==> src/rtl/alu_ctrl_if.sv <==
// Command, downstream-ALU and result bundle for alu_ctrl.
// The res_ovf member exists only when ALU_CTRL_OVF_EN is defined.
interface alu_ctrl_if #(parameter int WIDTH = 8);
  logic             cmd_valid;
  logic             cmd_ready;
  logic [2:0]       cmd_op;
  logic [WIDTH-1:0] cmd_data;
  logic [WIDTH-1:0] bus_a;
  logic [WIDTH-1:0] bus_b;
  logic [2:0]       alu_sel;
  logic [WIDTH-1:0] alu_out;
  logic             zero;
  logic             negative;
  logic             res_valid;
  logic             res_ready;
  logic [WIDTH-1:0] res_data;
  logic             res_zero;
  logic             res_neg;
  logic [WIDTH-1:0] acc;
`ifdef ALU_CTRL_OVF_EN
  logic             res_ovf;
`endif

  modport slave (
    input  cmd_valid, cmd_op, cmd_data, alu_out, zero, negative, res_ready,
    output cmd_ready, bus_a, bus_b, alu_sel, res_valid, res_data, res_zero, res_neg, acc
`ifdef ALU_CTRL_OVF_EN
    , res_ovf
`endif
  );

  modport master (
    output cmd_valid, cmd_op, cmd_data, alu_out, zero, negative, res_ready,
    input  cmd_ready, bus_a, bus_b, alu_sel, res_valid, res_data, res_zero, res_neg, acc
`ifdef ALU_CTRL_OVF_EN
    , res_ovf
`endif
  );
endinterface

==> src/rtl/alu_ctrl.sv <==
// Accumulator controller sequencing an external ALU: IDLE -> EXEC -> RESP.
// Define ALU_CTRL_OVF_EN to add the signed-overflow result flag (res_ovf).
module alu_ctrl #(
  parameter int WIDTH = 8
) (
  input  logic      clk,
  input  logic      rst,
  alu_ctrl_if.slave io
);
  typedef enum logic [1:0] {IDLE, EXEC, RESP} state_t;

  localparam logic [2:0] OP_LOAD  = 3'd0;
  localparam logic [2:0] OP_ADD   = 3'd1;
  localparam logic [2:0] OP_SUB   = 3'd2;
  localparam logic [2:0] OP_MUL   = 3'd3;
  localparam logic [2:0] OP_HALVE = 3'd4;

  state_t           state_q, state_d;
  logic [2:0]       op_q, op_d;
  logic [WIDTH-1:0] data_q, data_d;
  logic [WIDTH-1:0] acc_q, acc_d;
  logic [WIDTH-1:0] res_data_q, res_data_d;
  logic             res_zero_q, res_zero_d;
  logic             res_neg_q, res_neg_d;

`ifdef ALU_CTRL_OVF_EN
  logic                    res_ovf_q, res_ovf_d;
  logic                    ovf;
  logic signed [2*WIDTH-1:0] prod;

  // The ALU only returns WIDTH bits, so MUL overflow needs the full product here.
  always_comb begin
    prod = $signed({{WIDTH{acc_q[WIDTH-1]}}, acc_q}) *
           $signed({{WIDTH{data_q[WIDTH-1]}}, data_q});
    case (op_q)
      OP_ADD:  ovf = (acc_q[WIDTH-1] == data_q[WIDTH-1]) &&
                     (io.alu_out[WIDTH-1] != acc_q[WIDTH-1]);
      OP_SUB:  ovf = (acc_q[WIDTH-1] != data_q[WIDTH-1]) &&
                     (io.alu_out[WIDTH-1] != acc_q[WIDTH-1]);
      OP_MUL:  ovf = (prod[2*WIDTH-1:WIDTH-1] != {(WIDTH+1){prod[WIDTH-1]}});
      default: ovf = 1'b0;
    endcase
  end

  assign io.res_ovf = res_ovf_q;
`endif

  always_comb begin
    state_d    = state_q;
    op_d       = op_q;
    data_d     = data_q;
    acc_d      = acc_q;
    res_data_d = res_data_q;
    res_zero_d = res_zero_q;
    res_neg_d  = res_neg_q;
`ifdef ALU_CTRL_OVF_EN
    res_ovf_d  = res_ovf_q;
`endif
    io.cmd_ready = (state_q == IDLE);
    io.res_valid = (state_q == RESP);
    io.bus_a     = acc_q;
    io.bus_b     = '0;
    io.alu_sel   = OP_LOAD;

    case (state_q)
      IDLE: begin
        if (io.cmd_valid) begin
          op_d    = io.cmd_op;
          data_d  = io.cmd_data;
          state_d = EXEC;
        end
      end
      EXEC: begin
        // LOAD is a pass-through of bus_a; NOPs pass acc through unchanged.
        if (op_q == OP_LOAD) begin
          io.bus_a = data_q;
        end else begin
          io.bus_b   = data_q;
          io.alu_sel = (op_q <= OP_HALVE) ? op_q : OP_LOAD;
        end
        acc_d      = io.alu_out;
        res_data_d = io.alu_out;
        res_zero_d = io.zero;
        res_neg_d  = io.negative;
`ifdef ALU_CTRL_OVF_EN
        res_ovf_d  = ovf;
`endif
        state_d    = RESP;
      end
      RESP: begin
        if (io.res_ready) state_d = IDLE;
      end
      default: state_d = IDLE;
    endcase
  end

  always_ff @(posedge clk or posedge rst) begin
    if (rst) begin
      state_q    <= IDLE;
      op_q       <= '0;
      data_q     <= '0;
      acc_q      <= '0;
      res_data_q <= '0;
      res_zero_q <= 1'b0;
      res_neg_q  <= 1'b0;
`ifdef ALU_CTRL_OVF_EN
      res_ovf_q  <= 1'b0;
`endif
    end else begin
      state_q    <= state_d;
      op_q       <= op_d;
      data_q     <= data_d;
      acc_q      <= acc_d;
      res_data_q <= res_data_d;
      res_zero_q <= res_zero_d;
      res_neg_q  <= res_neg_d;
`ifdef ALU_CTRL_OVF_EN
      res_ovf_q  <= res_ovf_d;
`endif
    end
  end

  assign io.res_data = res_data_q;
  assign io.res_zero = res_zero_q;
  assign io.res_neg  = res_neg_q;
  assign io.acc      = acc_q;
endmodule
==> src/flat_wrapper.sv <==
// flat-port wrapper written by rule: the top's interface ports become plain ports
module alu_ctrl_flat 
#(
  parameter int WIDTH = 8
)
  (clk, rst, io_cmd_valid, io_cmd_op, io_cmd_data, io_alu_out, io_zero, io_negative, io_res_ready, io_cmd_ready, io_bus_a, io_bus_b, io_alu_sel, io_res_valid, io_res_data, io_res_zero, io_res_neg, io_acc);
  alu_ctrl_if #(.WIDTH(WIDTH)) io_i ();
  input  logic clk;
  input  logic rst;
  input wire logic [$bits(io_i.cmd_valid)-1:0] io_cmd_valid;
  input wire logic [$bits(io_i.cmd_op)-1:0] io_cmd_op;
  input wire logic [$bits(io_i.cmd_data)-1:0] io_cmd_data;
  input wire logic [$bits(io_i.alu_out)-1:0] io_alu_out;
  input wire logic [$bits(io_i.zero)-1:0] io_zero;
  input wire logic [$bits(io_i.negative)-1:0] io_negative;
  input wire logic [$bits(io_i.res_ready)-1:0] io_res_ready;
  output wire logic [$bits(io_i.cmd_ready)-1:0] io_cmd_ready;
  output wire logic [$bits(io_i.bus_a)-1:0] io_bus_a;
  output wire logic [$bits(io_i.bus_b)-1:0] io_bus_b;
  output wire logic [$bits(io_i.alu_sel)-1:0] io_alu_sel;
  output wire logic [$bits(io_i.res_valid)-1:0] io_res_valid;
  output wire logic [$bits(io_i.res_data)-1:0] io_res_data;
  output wire logic [$bits(io_i.res_zero)-1:0] io_res_zero;
  output wire logic [$bits(io_i.res_neg)-1:0] io_res_neg;
  output wire logic [$bits(io_i.acc)-1:0] io_acc;
  assign io_i.cmd_valid = io_cmd_valid;
  assign io_i.cmd_op = io_cmd_op;
  assign io_i.cmd_data = io_cmd_data;
  assign io_i.alu_out = io_alu_out;
  assign io_i.zero = io_zero;
  assign io_i.negative = io_negative;
  assign io_i.res_ready = io_res_ready;
  assign io_cmd_ready = io_i.cmd_ready;
  assign io_bus_a = io_i.bus_a;
  assign io_bus_b = io_i.bus_b;
  assign io_alu_sel = io_i.alu_sel;
  assign io_res_valid = io_i.res_valid;
  assign io_res_data = io_i.res_data;
  assign io_res_zero = io_i.res_zero;
  assign io_res_neg = io_i.res_neg;
  assign io_acc = io_i.acc;
  alu_ctrl #(.WIDTH(WIDTH)) u_core (.clk(clk), .rst(rst), .io(io_i));
endmodule
==> config.mk <==
export PLATFORM = sky130hd
export DESIGN_NAME = alu_ctrl_flat
export DESIGN_NICKNAME = d
export VERILOG_FILES = /design/src/rtl/alu_ctrl_if.sv /design/src/rtl/alu_ctrl.sv /design/src/flat_wrapper.sv
export SDC_FILE = /design/constraint.sdc
export NUM_CORES = 1
export LEC_CHECK = 0
export BUFFER_PORTS_ARGS = -buffer_cell sky130_fd_sc_hd__buf_2
export CORE_MARGIN = 2
export CORE_UTILIZATION = 42
export CTS_BUF_LIST = sky130_fd_sc_hd__clkbuf_2
export DETAILED_ROUTE_END_ITERATION = 6
export PLACE_DENSITY = 0.8
export SLEW_MARGIN = 15
export SYNTH_ARGS = -nofsm -noshare
export SYNTH_HDL_FRONTEND = slang
export SYNTH_SLANG_ARGS = --single-unit
export TNS_END_PERCENT = 30
==> constraint.sdc <==
create_clock -name clk -period 1.34 [get_ports clk]
set_input_delay 0.268 -clock clk [delete_from_list [all_inputs] [get_ports clk]]
set_output_delay 0.268 -clock clk [all_outputs]
set_load 0.01 [all_outputs]
; Word-level counts from Yosys, hierarchy flattened
; Index checks and enable logic that the tools add are counted.
[totals]
input_bits = 25
output_inout_bits = 39
reg_bits = 23
elab_cells = 25
[classes]
mux = 10
magnitude_cmp = 1
reduce_logical = 4
eq_ne = 4
[op_table]
columns = cell, n
row1 = two-way mux 8 bit, 4
row2 = two-way mux 3 bit, 3
row3 = one-hot mux 2 bit (3 select lines), 1
row4 = two-way mux 2 bit, 2
row5 = inequality test 2 bit (second input constant), 2
row6 = AND reduction 2 bit, 2
row7 = <= comparator 3 bit (second input constant), 1
row8 = logical NOT 3 bit, 1
row9 = == test 2 x 1 -> 1 bit (second input constant), 1
row10 = == test 2 bit (second input constant), 1
row11 = logical NOT 2 bit, 1

; Longest topological paths before layout
[logic_depth]
word_depth = 4
mapped_depth = 4
mapped_depth_nobuf = 3

; Least setup slack after synthesis
; Ideal clock, no wire load.
[synth_timing]
kind = flip-flop to output port
startpoint = register u_core.state_q[1]
endpoint = output port io_alu_sel[2]
t_required_ns = 1.072
t_arrival_ns = 1.048
path_slack_ns = 0.024
path_stages_with_launch = 3
n_path_buf = 0
cell_sequence = dfrtp_1 > nand2b_1 > nor4b_1
[synth_between]
elab_chain_cells = 2
[synth_lines]
columns = element, line_no
row1 = "start, declared", alu_ctrl.sv:18  ; state_t state_q, state_d;
row2 = "start signal, assigned", alu_ctrl.sv:110  ; state_q <= state_d;
row3 = == test 2 x 1 -> 1 bit, alu_ctrl.sv:65  ; case (state_q)
row4 = two-way mux 3 bit, alu_ctrl.sv:65
row5 = "end, declared", flat_wrapper.sv:20  ; output wire logic [$bits(io_i.alu_sel)-1:0] io_alu_sel;
; No other way between the ends.

; Final worst setup path
[layout_timing]
startpoint = register u_core.op_q[0]
endpoint = output port io_bus_a[5]
[layout_between]
elab_chain_cells = 3
[layout_lines]
columns = element, line_no
row1 = "start, declared", alu_ctrl.sv:19  ; logic [2:0] op_q, op_d;
row2 = "start signal, assigned", alu_ctrl.sv:111  ; op_q <= op_d;
row3 = logical NOT 3 bit, alu_ctrl.sv:75  ; if (op_q == OP_LOAD) begin
row4 = two-way mux 8 bit, alu_ctrl.sv:75
row5 = two-way mux 8 bit, alu_ctrl.sv:65
row6 = "end, declared", flat_wrapper.sv:18  ; output wire logic [$bits(io_i.bus_a)-1:0] io_bus_a;
; No other way between the ends.

==> summary.txt <==
Iteration-0 DRC Markers: 12
Fill cells: 243
Slew @ Worst Pin: 0.293 ns
Failing checks: negative setup slack
CTS root buf: clkbuf_2
Fin Clk Skew: 0.0152 ns
Share of layout cells above drive strength 1: 62.6%
Post-synth EDFFs: 0
Hold Path Stages: 2
Total track usage: 16.9%
Final hold vios: 0
Commonest non-fill, non-tap cell in the layout: buf_2
Primary FF master, synth: dfrtp_1
Worst relative slew slack: 80.5%
Ant. Diodes: 0
Cells on worst reg2reg path: 5
Max-Cap Viols: 0
Final max-slew violation count: 0
Buffers on Ports: 63
Io pins: 64
Largest net degree at the start of global routing: 24
WP data arrival: 1.60 ns
TritonCTS Buffers: 3
Sink Count: 23
Non-Filler Instances: 205
Fmax: 0.534 GHz
Final WS setup: -0.533 ns
Synthesized area per cell: 11.1 sq um
Outcome: complete, but fails checks
Critical path type: reg -> out
Hold Crit Start: io_res_ready
Worst EP required: 1.07 ns
Std-Cell Rows: 19
P per Cell Area: 2340 nW/um^2
Routed Antenna Nets: 0
Total negative slack: -10.25 ns
Leakage: 0.937 nW
Clock Pin Slew Worst Setup and Hold Paths: 0.22 ns
CP Launch Type: flop
Area Growth Syn to Fin: 40.6%
CTS Buffer Depth: 2
Chip height: 56.8 microns
Placed Cells: 196
Worst setup path startpoint: u_core.op_q[0]
Final setup vio count: 32
Placed Area: 1500 sq um
Final instance area: 1650 sq um
Tmin final: 1.87 ns
TritonCTS clock tree: built
CP max FO: 8
Die area: 3220 sq um
Drt wl/cell: 13.7 microns
RSZ-0062 raised after global routing: true
Via count: 947
# DRC: 0
Reg2Reg Launch Point: u_core.state_q[0]
Vias/cell: 4.62
Synthesized area: 1170 sq um
Total global routing overflow: 0
First-pass DRT Iterations: 4
Flops & latches, synth: 23
Syn. warnings: 0
Sequential-to-total area share from yosys stat: 49.2%
Tcrit/Tclk final: 140%
Max VDD drop: 0.00137 V
Nets: 200
Yosys cell types: 19
Die Width: 56.8 microns
Antenna violations before repair: 0
Final Hold Slack: 0.0787 ns
Htree depth: 1
Post-synthesis cell count: 105
Global-route wire length before repair: 4.25 mm
Worst-Skew Late Latency: 0.34 ns
Detail Placement HPWL: 1.99 mm
Core Box Area: 2710 sq um
Final wirelength: 2.81 mm
Vias in the first global route: 962
Hold Crit Class: in -> reg
FFs w/ async S/R, synth: 100%
Leading cell types in the layout, fill and taps excluded: buf_2, nand2_1, dfrtp_1
CP endpoint kind: output pin
Syn nets: 130
Final Wtd Congestion: 0.685
Starting Density: 43.2%
==> worst max-delay path: stages, from the launching register on <==
cell     delay (ns)
dfrtp_1        0.45
nor3_4         0.25
nand2_4        0.14
mux2_2         0.30
buf_2          0.14
==> cells by family (layout without fill, tap and decap cells) <==
kind of cell | Yosys count | after routing | synth area share (%)
muxes | 19 | 19 | 21.2
buffers and inverters | 13 | 82 | 7.59
AOI/OAI and AO/OA | 1 | 1 | 0.427
and+or+nand+nor | 49 | 49 | 21.6
DFF | 23 | 23 | 49.2
==> what timing repair did <==
action                                  CTS  global route
endpoints found under the hold margin    23             0
hold buffers                              1             0
setup buffers                             4             0
cloned                                    0             0
resized for setup                         5            13
endpoints found under the setup margin   32            32
pin swaps                                 3             2
==> power breakdown <==
group	internal [mW]	leakage, nW	switching, mW	total, mW
registers	1.03	0.277	0.278	1.31
logic	1.21	0.643	1.04	2.24
clock network	0.0789	0.0166	0.210	0.289
==> path summary, 6_finish.rpt <==
path | end | slack, ns
min reg2reg | u_core.io.res_neg | 0.51
max reg2reg | u_core.data_q[5] | -0.13
min | u_core.state_q[1] | 0.08
min in group asynchronous | u_core.data_q[0] | 0.46
max in group asynchronous | u_core.data_q[1] | 0.64
max | io_bus_a[5] | -0.53
==> cells in the mapped netlist (2+ instances only) <==
cell	instances	area, sq um
nand2_1	30	113
dfrtp_1	23	576
mux2_2	10	113
mux2_4	9	135
and2_1	8	50.1
buf_4	8	60.1
buf_2	2	10.0
inv_1	2	7.51
nand2b_1	2	12.5
nor3b_1	2	15.0
==> area by class of cell <==
cell class	count	area, sq um	area share (%)
clock buffer	4	20.0	1.22
multi-input combinational	69	562	34.1
sequential	23	576	35.0
timing repair buffer	76	442	26.8
inverter	2	7.51	0.456
tap	31	38.8	2.36
==> registers in the layout, summed over array words and instances (netlist names) <==
register            cells
u_core.data_q           8
u_core.io.acc           8
u_core.op_q             3
u_core.state_q          2
u_core.io.res_neg       1
u_core.io.res_zero      1
==> metrics by stage <==
stage,total power [mW],utilization [%],worst slack [ns]
6_report,3.84,60.7,-0.533
5_1_grt,4.11,60.7,-0.628
4_1_cts,3.71,58.5,-0.534
3_5_place_dp,3.28,55.4,-0.190
3_3_place_gp,3.21,55.4,-0.155
2_1_floorplan,2.62,-,0.0238
==> per-layer routing <==
layer	vias up	wire length (microns)	track usage, %
li1	469	-	-
met1	441	1110	19.1
met2	34	1510	32.9
met3	3	167	2.76
met4	0	21	3.65
met5	-	0	0
(Power assumes the default switching activity.)
